## src/rtl/board_controller_if.sv

```systemverilog
// Move interface between a player front-end and board_controller.
//   new_game   : 1-cycle request to clear the board (tallies kept)
//   move_valid : move request present this cycle
//   move_pos   : square index 0..8
//   move_ready : controller can take a move this cycle
//   move_ok    : 1-cycle pulse, move accepted
//   move_bad   : 1-cycle pulse, move rejected
//   timeout    : 1-cycle pulse, turn forfeited
interface board_controller_if;
  logic       new_game;
  logic       move_valid;
  logic [3:0] move_pos;
  logic       move_ready;
  logic       move_ok;
  logic       move_bad;
  logic       timeout;

  // Player side.
  modport master (
    output new_game, move_valid, move_pos,
    input  move_ready, move_ok, move_bad, timeout
  );

  // Controller side.
  modport slave (
    input  new_game, move_valid, move_pos,
    output move_ready, move_ok, move_bad, timeout
  );
endinterface

```

## src/rtl/board_controller.sv

```systemverilog
// Tic-tac-toe game-state master. Holds the marked/owner board that feeds an external win checker,
// takes moves over board_controller_if, alternates turns, optionally forfeits slow turns, and
// keeps saturating X/O/draw tallies across games.
// Ports:
//   clk, rst           : clock, asynchronous active-low reset
//   mv                 : move interface (slave side)
//   gameOver/winner/draw : verdict from the win checker, combinational on marked/owner
//   marked, owner      : board state (owner is 0 on unmarked squares)
//   turn               : owner value of the player to move
//   game_done          : high while the game is over and the board frozen
//   score_x/o/draw     : saturating tallies of owner=1 wins, owner=0 wins, draws
module board_controller #(
  parameter logic        FIRST_PLAYER = 1'b0,
  parameter int unsigned MOVE_TIMEOUT = 0,
  parameter int unsigned TIMER_W      = 16,
  parameter int unsigned SCORE_W      = 4
) (
  input  logic               clk,
  input  logic               rst,
  board_controller_if.slave  mv,
  input  logic               gameOver,
  input  logic               winner,
  input  logic               draw,
  output logic [8:0]         marked,
  output logic [8:0]         owner,
  output logic               turn,
  output logic               game_done,
  output logic [SCORE_W-1:0] score_x,
  output logic [SCORE_W-1:0] score_o,
  output logic [SCORE_W-1:0] score_draw
);

  typedef enum logic [1:0] {StPlay, StCheck, StDone} state_e;

  localparam bit                 TimerEn      = (MOVE_TIMEOUT > 0);
  localparam int unsigned        TimerLastInt = TimerEn ? MOVE_TIMEOUT - 1 : 0;
  localparam logic [TIMER_W-1:0] TimerLast    = TIMER_W'(TimerLastInt);
  localparam logic [SCORE_W-1:0] ScoreMax     = '1;

  state_e               state_q, state_d;
  logic [8:0]           marked_q, marked_d;
  logic [8:0]           owner_q, owner_d;
  logic                 turn_q, turn_d;
  logic [TIMER_W-1:0]   timer_q, timer_d;
  logic                 move_ok_q, move_ok_d;
  logic                 move_bad_q, move_bad_d;
  logic                 timeout_q, timeout_d;
  logic                 game_done_q, game_done_d;
  logic [SCORE_W-1:0]   score_x_q, score_x_d;
  logic [SCORE_W-1:0]   score_o_q, score_o_d;
  logic [SCORE_W-1:0]   score_draw_q, score_draw_d;

  logic [8:0] pos_oh;
  logic       handshake;
  logic       legal;

  function automatic logic [SCORE_W-1:0] sat_inc(input logic [SCORE_W-1:0] v);
    return (v == ScoreMax) ? v : v + SCORE_W'(1);
  endfunction

  // Positions 9..15 shift out of the 9-bit vector and decode to all zeros.
  assign pos_oh    = 9'b1 << mv.move_pos;
  assign handshake = mv.move_valid && (state_q == StPlay);
  assign legal     = (mv.move_pos <= 4'd8) && ((marked_q & pos_oh) == 9'd0);

  always_comb begin
    state_d      = state_q;
    marked_d     = marked_q;
    owner_d      = owner_q;
    turn_d       = turn_q;
    timer_d      = timer_q;
    move_ok_d    = 1'b0;
    move_bad_d   = 1'b0;
    timeout_d    = 1'b0;
    game_done_d  = game_done_q;
    score_x_d    = score_x_q;
    score_o_d    = score_o_q;
    score_draw_d = score_draw_q;

    if (mv.new_game) begin
      // Wins over any move or verdict this cycle; tallies untouched.
      state_d     = StPlay;
      marked_d    = '0;
      owner_d     = '0;
      turn_d      = FIRST_PLAYER;
      timer_d     = '0;
      game_done_d = 1'b0;
    end else begin
      unique case (state_q)
        StPlay: begin
          if (handshake && legal) begin
            marked_d  = marked_q | pos_oh;
            owner_d   = owner_q | (pos_oh & {9{turn_q}});
            move_ok_d = 1'b1;
            timer_d   = '0;
            state_d   = StCheck;
          end else begin
            if (handshake) begin
              move_bad_d = 1'b1;
            end
            // A rejected move does not stop the clock on the current turn.
            if (TimerEn) begin
              if (timer_q == TimerLast) begin
                timeout_d = 1'b1;
                turn_d    = ~turn_q;
                timer_d   = '0;
              end else begin
                timer_d = timer_q + TIMER_W'(1);
              end
            end
          end
        end
        StCheck: begin
          // The checker is now looking at the board including the last move.
          if (gameOver) begin
            state_d     = StDone;
            game_done_d = 1'b1;
            if (draw) begin
              score_draw_d = sat_inc(score_draw_q);
            end else if (winner) begin
              score_x_d = sat_inc(score_x_q);
            end else begin
              score_o_d = sat_inc(score_o_q);
            end
          end else begin
            turn_d  = ~turn_q;
            state_d = StPlay;
          end
        end
        StDone: begin
          timer_d = '0;
        end
        default: begin
          state_d = StPlay;
        end
      endcase
    end
  end

  always_ff @(posedge clk or negedge rst) begin
    if (!rst) begin
      state_q      <= StPlay;
      marked_q     <= '0;
      owner_q      <= '0;
      turn_q       <= FIRST_PLAYER;
      timer_q      <= '0;
      move_ok_q    <= 1'b0;
      move_bad_q   <= 1'b0;
      timeout_q    <= 1'b0;
      game_done_q  <= 1'b0;
      score_x_q    <= '0;
      score_o_q    <= '0;
      score_draw_q <= '0;
    end else begin
      state_q      <= state_d;
      marked_q     <= marked_d;
      owner_q      <= owner_d;
      turn_q       <= turn_d;
      timer_q      <= timer_d;
      move_ok_q    <= move_ok_d;
      move_bad_q   <= move_bad_d;
      timeout_q    <= timeout_d;
      game_done_q  <= game_done_d;
      score_x_q    <= score_x_d;
      score_o_q    <= score_o_d;
      score_draw_q <= score_draw_d;
    end
  end

  assign mv.move_ready = (state_q == StPlay);
  assign mv.move_ok    = move_ok_q;
  assign mv.move_bad   = move_bad_q;
  assign mv.timeout    = timeout_q;
  assign marked        = marked_q;
  assign owner         = owner_q;
  assign turn          = turn_q;
  assign game_done     = game_done_q;
  assign score_x       = score_x_q;
  assign score_o       = score_o_q;
  assign score_draw    = score_draw_q;

endmodule

```

## src/flat_wrapper.sv

```systemverilog
// flat-port wrapper written by rule: the top's interface ports become plain ports
module board_controller_flat 
#(
  parameter logic        FIRST_PLAYER = 1'b0,
  parameter int unsigned MOVE_TIMEOUT = 0,
  parameter int unsigned TIMER_W      = 16,
  parameter int unsigned SCORE_W      = 4
)
  (clk, rst, gameOver, winner, draw, marked, owner, turn, game_done, score_x, score_o, score_draw, mv_new_game, mv_move_valid, mv_move_pos, mv_move_ready, mv_move_ok, mv_move_bad, mv_timeout);
  board_controller_if mv_i ();
  input  logic clk;
  input  logic rst;
  input  logic gameOver;
  input  logic winner;
  input  logic draw;
  output logic [8:0] marked;
  output logic [8:0] owner;
  output logic turn;
  output logic game_done;
  output logic [SCORE_W-1:0] score_x;
  output logic [SCORE_W-1:0] score_o;
  output logic [SCORE_W-1:0] score_draw;
  input wire logic [$bits(mv_i.new_game)-1:0] mv_new_game;
  input wire logic [$bits(mv_i.move_valid)-1:0] mv_move_valid;
  input wire logic [$bits(mv_i.move_pos)-1:0] mv_move_pos;
  output wire logic [$bits(mv_i.move_ready)-1:0] mv_move_ready;
  output wire logic [$bits(mv_i.move_ok)-1:0] mv_move_ok;
  output wire logic [$bits(mv_i.move_bad)-1:0] mv_move_bad;
  output wire logic [$bits(mv_i.timeout)-1:0] mv_timeout;
  assign mv_i.new_game = mv_new_game;
  assign mv_i.move_valid = mv_move_valid;
  assign mv_i.move_pos = mv_move_pos;
  assign mv_move_ready = mv_i.move_ready;
  assign mv_move_ok = mv_i.move_ok;
  assign mv_move_bad = mv_i.move_bad;
  assign mv_timeout = mv_i.timeout;
  board_controller #(.FIRST_PLAYER(FIRST_PLAYER), .MOVE_TIMEOUT(MOVE_TIMEOUT), .TIMER_W(TIMER_W), .SCORE_W(SCORE_W)) u_core (.clk(clk), .rst(rst), .mv(mv_i), .gameOver(gameOver), .winner(winner), .draw(draw), .marked(marked), .owner(owner), .turn(turn), .game_done(game_done), .score_x(score_x), .score_o(score_o), .score_draw(score_draw));
endmodule
```

## config.mk

```make
export PLATFORM = sky130hd
export DESIGN_NAME = board_controller_flat
export DESIGN_NICKNAME = d
export VERILOG_FILES = /design/src/rtl/board_controller_if.sv /design/src/rtl/board_controller.sv /design/src/flat_wrapper.sv
export SDC_FILE = /design/constraint.sdc
export NUM_CORES = 1
export LEC_CHECK = 0
export ABC_AREA = 1
export BUFFER_PORTS_ARGS = -buffer_cell sky130_fd_sc_hd__buf_4
export CAP_MARGIN = 25
export CORE_ASPECT_RATIO = 0.5
export CORE_MARGIN = 4
export CORE_UTILIZATION = 56
export DETAILED_ROUTE_END_ITERATION = 10
export HOLD_SLACK_MARGIN = 0.06
export PLACE_DENSITY_LB_ADDON = 0.08
export SLEW_MARGIN = 30
export SYNTH_ARGS = -nofsm -noshare
export SYNTH_HDL_FRONTEND = slang
export SYNTH_SLANG_ARGS = --single-unit
```

## constraint.sdc

```tcl
create_clock -name clk -period 2.1 [get_ports clk]
set_input_delay 0.105 -clock clk [delete_from_list [all_inputs] [get_ports clk]]
set_output_delay 0.105 -clock clk [all_outputs]
set_load 0.01 [all_outputs]
```

==> flow_metrics.tcl <==
set metrics [dict create \
    status "complete, no violations" \
    cp-start-kind "flip-flop" \
    synth_xor_area_share_pct 4.22 \
    synth_edf_count 0 \
    core_area_sq_um 3100 \
    path_class "reg -> reg" \
    cts_tree "yes" \
    first_pass_iters 4 \
    r2r-start "u_core.state_q[1]" \
    dp_hpwl_um 2880 \
    ys_top_cells_by_count "nand2_1, dfrtp_1, nand3_1, nor2_1, inv_1" \
    die_w_um 89.7 \
    port_buffers 45 \
    place_congestion 0.844 \
    antenna_found_initial 0 \
    yosys_warnings 0 \
    finalClockSkew_ns 0.00322 \
    setup_ws_ns 0.651 \
    drt_iter0_markers 61 \
    setup_violations 0 \
    hold_violations 0 \
    vias_per_cell 5.09 \
    syn_avg_cell_area_sq_um 8.81 \
    cts_resized 0 \
    syn_to_final_growth_pct 25.3 \
    grt_overflow 0 \
    cp_max_fo 4 \
    post_cts_buffers 0 \
    fin_crit_sh_pct 69.0 \
    vias 1532 \
    period_minus_slack_ns 1.45 \
    place_ws_ns 0.651 \
    min_path_type "in -> reg" \
    synth_mux_area_share_pct 0 \
    synth_compound_area_share_pct 1.61 \
    p_leak_nw 1.25 \
    rsz0062_at_grt "no" \
    fin_nets 274 \
    ys_ff_latch 36 \
    ir_drop_uv 415 \
    synth_top_family_by_area "simple AND/OR/NAND/NOR gates" \
    cts_root_buf "clkbuf_8" \
    synth_area_sq_um 1870 \
    start_util_pct 60.2 \
    ys_top_cells_by_area "dfrtp_1, nand2_1, nand3_1" \
    synth_nets 226 \
    cts_buffer_depth 2 \
    cts_inserted_buffers 5 \
    wl_um 3890 \
    grt_pass1_vias 1480 \
    synthMostInstantiatedCell "nand2_1" \
    yosys.area.top_type "dfrtp_1" \
    max_cap_viol_count 0 \
    grt_pass1_wl_um 6680 \
    synthSimpleGateAreaFrac_pct 37.3 \
    synthCells 212 \
    min_from "gameOver" \
    die_area_sq_um 4380 \
    maxSlewViolCount 0 \
    rows 14 \
    timing.critical_path.from "u_core.state_q[1]" \
    fmax_ghz 0.690 \
    synthAdderAreaFrac_pct 2.01 \
    seq_area_frac_synth_pct 48.3 \
    nFillCells 244 \
    cts_sinks 36 \
    synth-main-ff-cell "dfrtp_1" \
    ant_nets 0 \
    die_h_um 48.8 \
    synthArstFlopShare_pct 100 \
    synth_top_area_share_pct 48.3 \
    setup.worst_path.end_class "flip-flop" \
    clk_pin_slew_ns 0.07 \
    drc 0 \
    drive_above_1_share_pct 32.2 \
    grt_max_degree 37 \
    cp.required_ns 2.31 \
    ys_types 30 \
    fin_tns_setup_ns 0 \
    track_usage_pct 19.6 \
    post_drt_wl_per_cell_um 12.9 \
    critPathArrivalTime_ns 1.66 \
    h-tree-depth 2 \
    io_pins 47 \
    diodes 0 \
    hold_buffers 1 \
    p_per_area_nw_per_um2 695 \
    worstSkewPairLatency_ns 0.28 \
]
-- report_power, final --
group / internal, mW / switching, mW / total, mW
combinational: 0.109 / 0.141 / 0.250
sequential: 0.730 / 0.0450 / 0.775
clock: 0.351 / 0.249 / 0.600
-- cells in the final DEF, fill, tap and decap left out, types with 2 or more instances in the layout --
cell / instances
inv_1: 12
clkinv_2: 2
xnor2_1: 6
buf_4: 47
nand3_2: 10
nand2_4: 3
ha_1: 3
nand2_2: 5
nor2_2: 2
nand4_1: 3
xor2_1: 3
dfrtp_1: 36
nor2_1: 19
nor3b_1: 2
inv_2: 5
nand2_1: 51
o21ai_0: 5
clkbuf_8: 5
nor3_1: 9
nand3_1: 23
-- per-stage QoR --
stage / cells / instance area, sq um / hold WS [ns] / total power, mW / util, %
final: 301 / 2340 / 0.135 / 1.63 / 75.5
after floorplan: 212 / 1870 / -0.191 / 0.919 / -
after global routing: 301 / 2340 / 0.133 / 1.72 / 75.5
after global placement: 292 / 2220 / 0.0827 / 1.02 / 71.5
after CTS: 301 / 2340 / 0.128 / 1.64 / 75.5
after detailed placement: 292 / 2220 / 0.0904 / 1.04 / 71.5
-- flip-flops by register name (all words and copies together), names as in the netlist --
signal              count
u_core.score_x          4
u_core.score_o          4
u_core.mv.move_bad      1
u_core.marked           9
u_core.mv.move_ok       1
u_core.score_draw       4
u_core.game_done        1
u_core.turn             1
u_core.owner            9
u_core.state_q          2
-- final timing paths --
kind                                     endpoint  cells after the start  slack, ns
worst min-delay path                  u_core.turn                      4       0.13
worst max-delay path            u_core.score_o[3]                      6       0.65
worst min register to register    u_core.owner[8]                      2       0.48
max in group asynchronous       u_core.score_o[1]                      2       1.47
min in group asynchronous        u_core.marked[0]                      2       0.31
worst max register to register  u_core.score_o[3]                      6       0.65
-- routing by layer --
layer | track usage (%) | vias to the layer above | share of wire [%]
met5 | 0 | - | 0
met4 | 4.70 | 0 | 0.72
met3 | 5.23 | 4 | 5.5
met2 | 31.1 | 39 | 45
met1 | 26.7 | 714 | 49
li1 | - | 775 | -
-- worst max-delay path: stages (launching register included) --
cell,delay (ns)
dfrtp_1,0.40
nor2_1,0.14
nand2_1,0.09
nor2_1,0.23
nand3_1,0.21
nor2_1,0.16
xor2_1,0.15
-- layout make-up --
type / count / area (sq um) / share of cell area, %
clock inverter: 3 / 42.5 / 1.82
timing repair buffer: 48 / 363 / 15.5
sequential: 36 / 901 / 38.5
inverter: 18 / 68.8 / 2.94
clock buffer: 5 / 68.8 / 2.94
tap: 40 / 50.0 / 2.14
multi-input combinational: 151 / 846 / 36.1
-- kinds of logic (layout without fill, tap and decap cells) --
logic type / after synthesis / in the layout
adders and majority gates: 3 / 3
other: 1 / 1
AOI/OAI and AO/OA: 6 / 6
and+or+nand+nor: 132 / 132
xor gates and xnor gates: 9 / 9
DFF: 36 / 36
buffers and inverters: 25 / 74
Power figures use the tool's default switching activity.
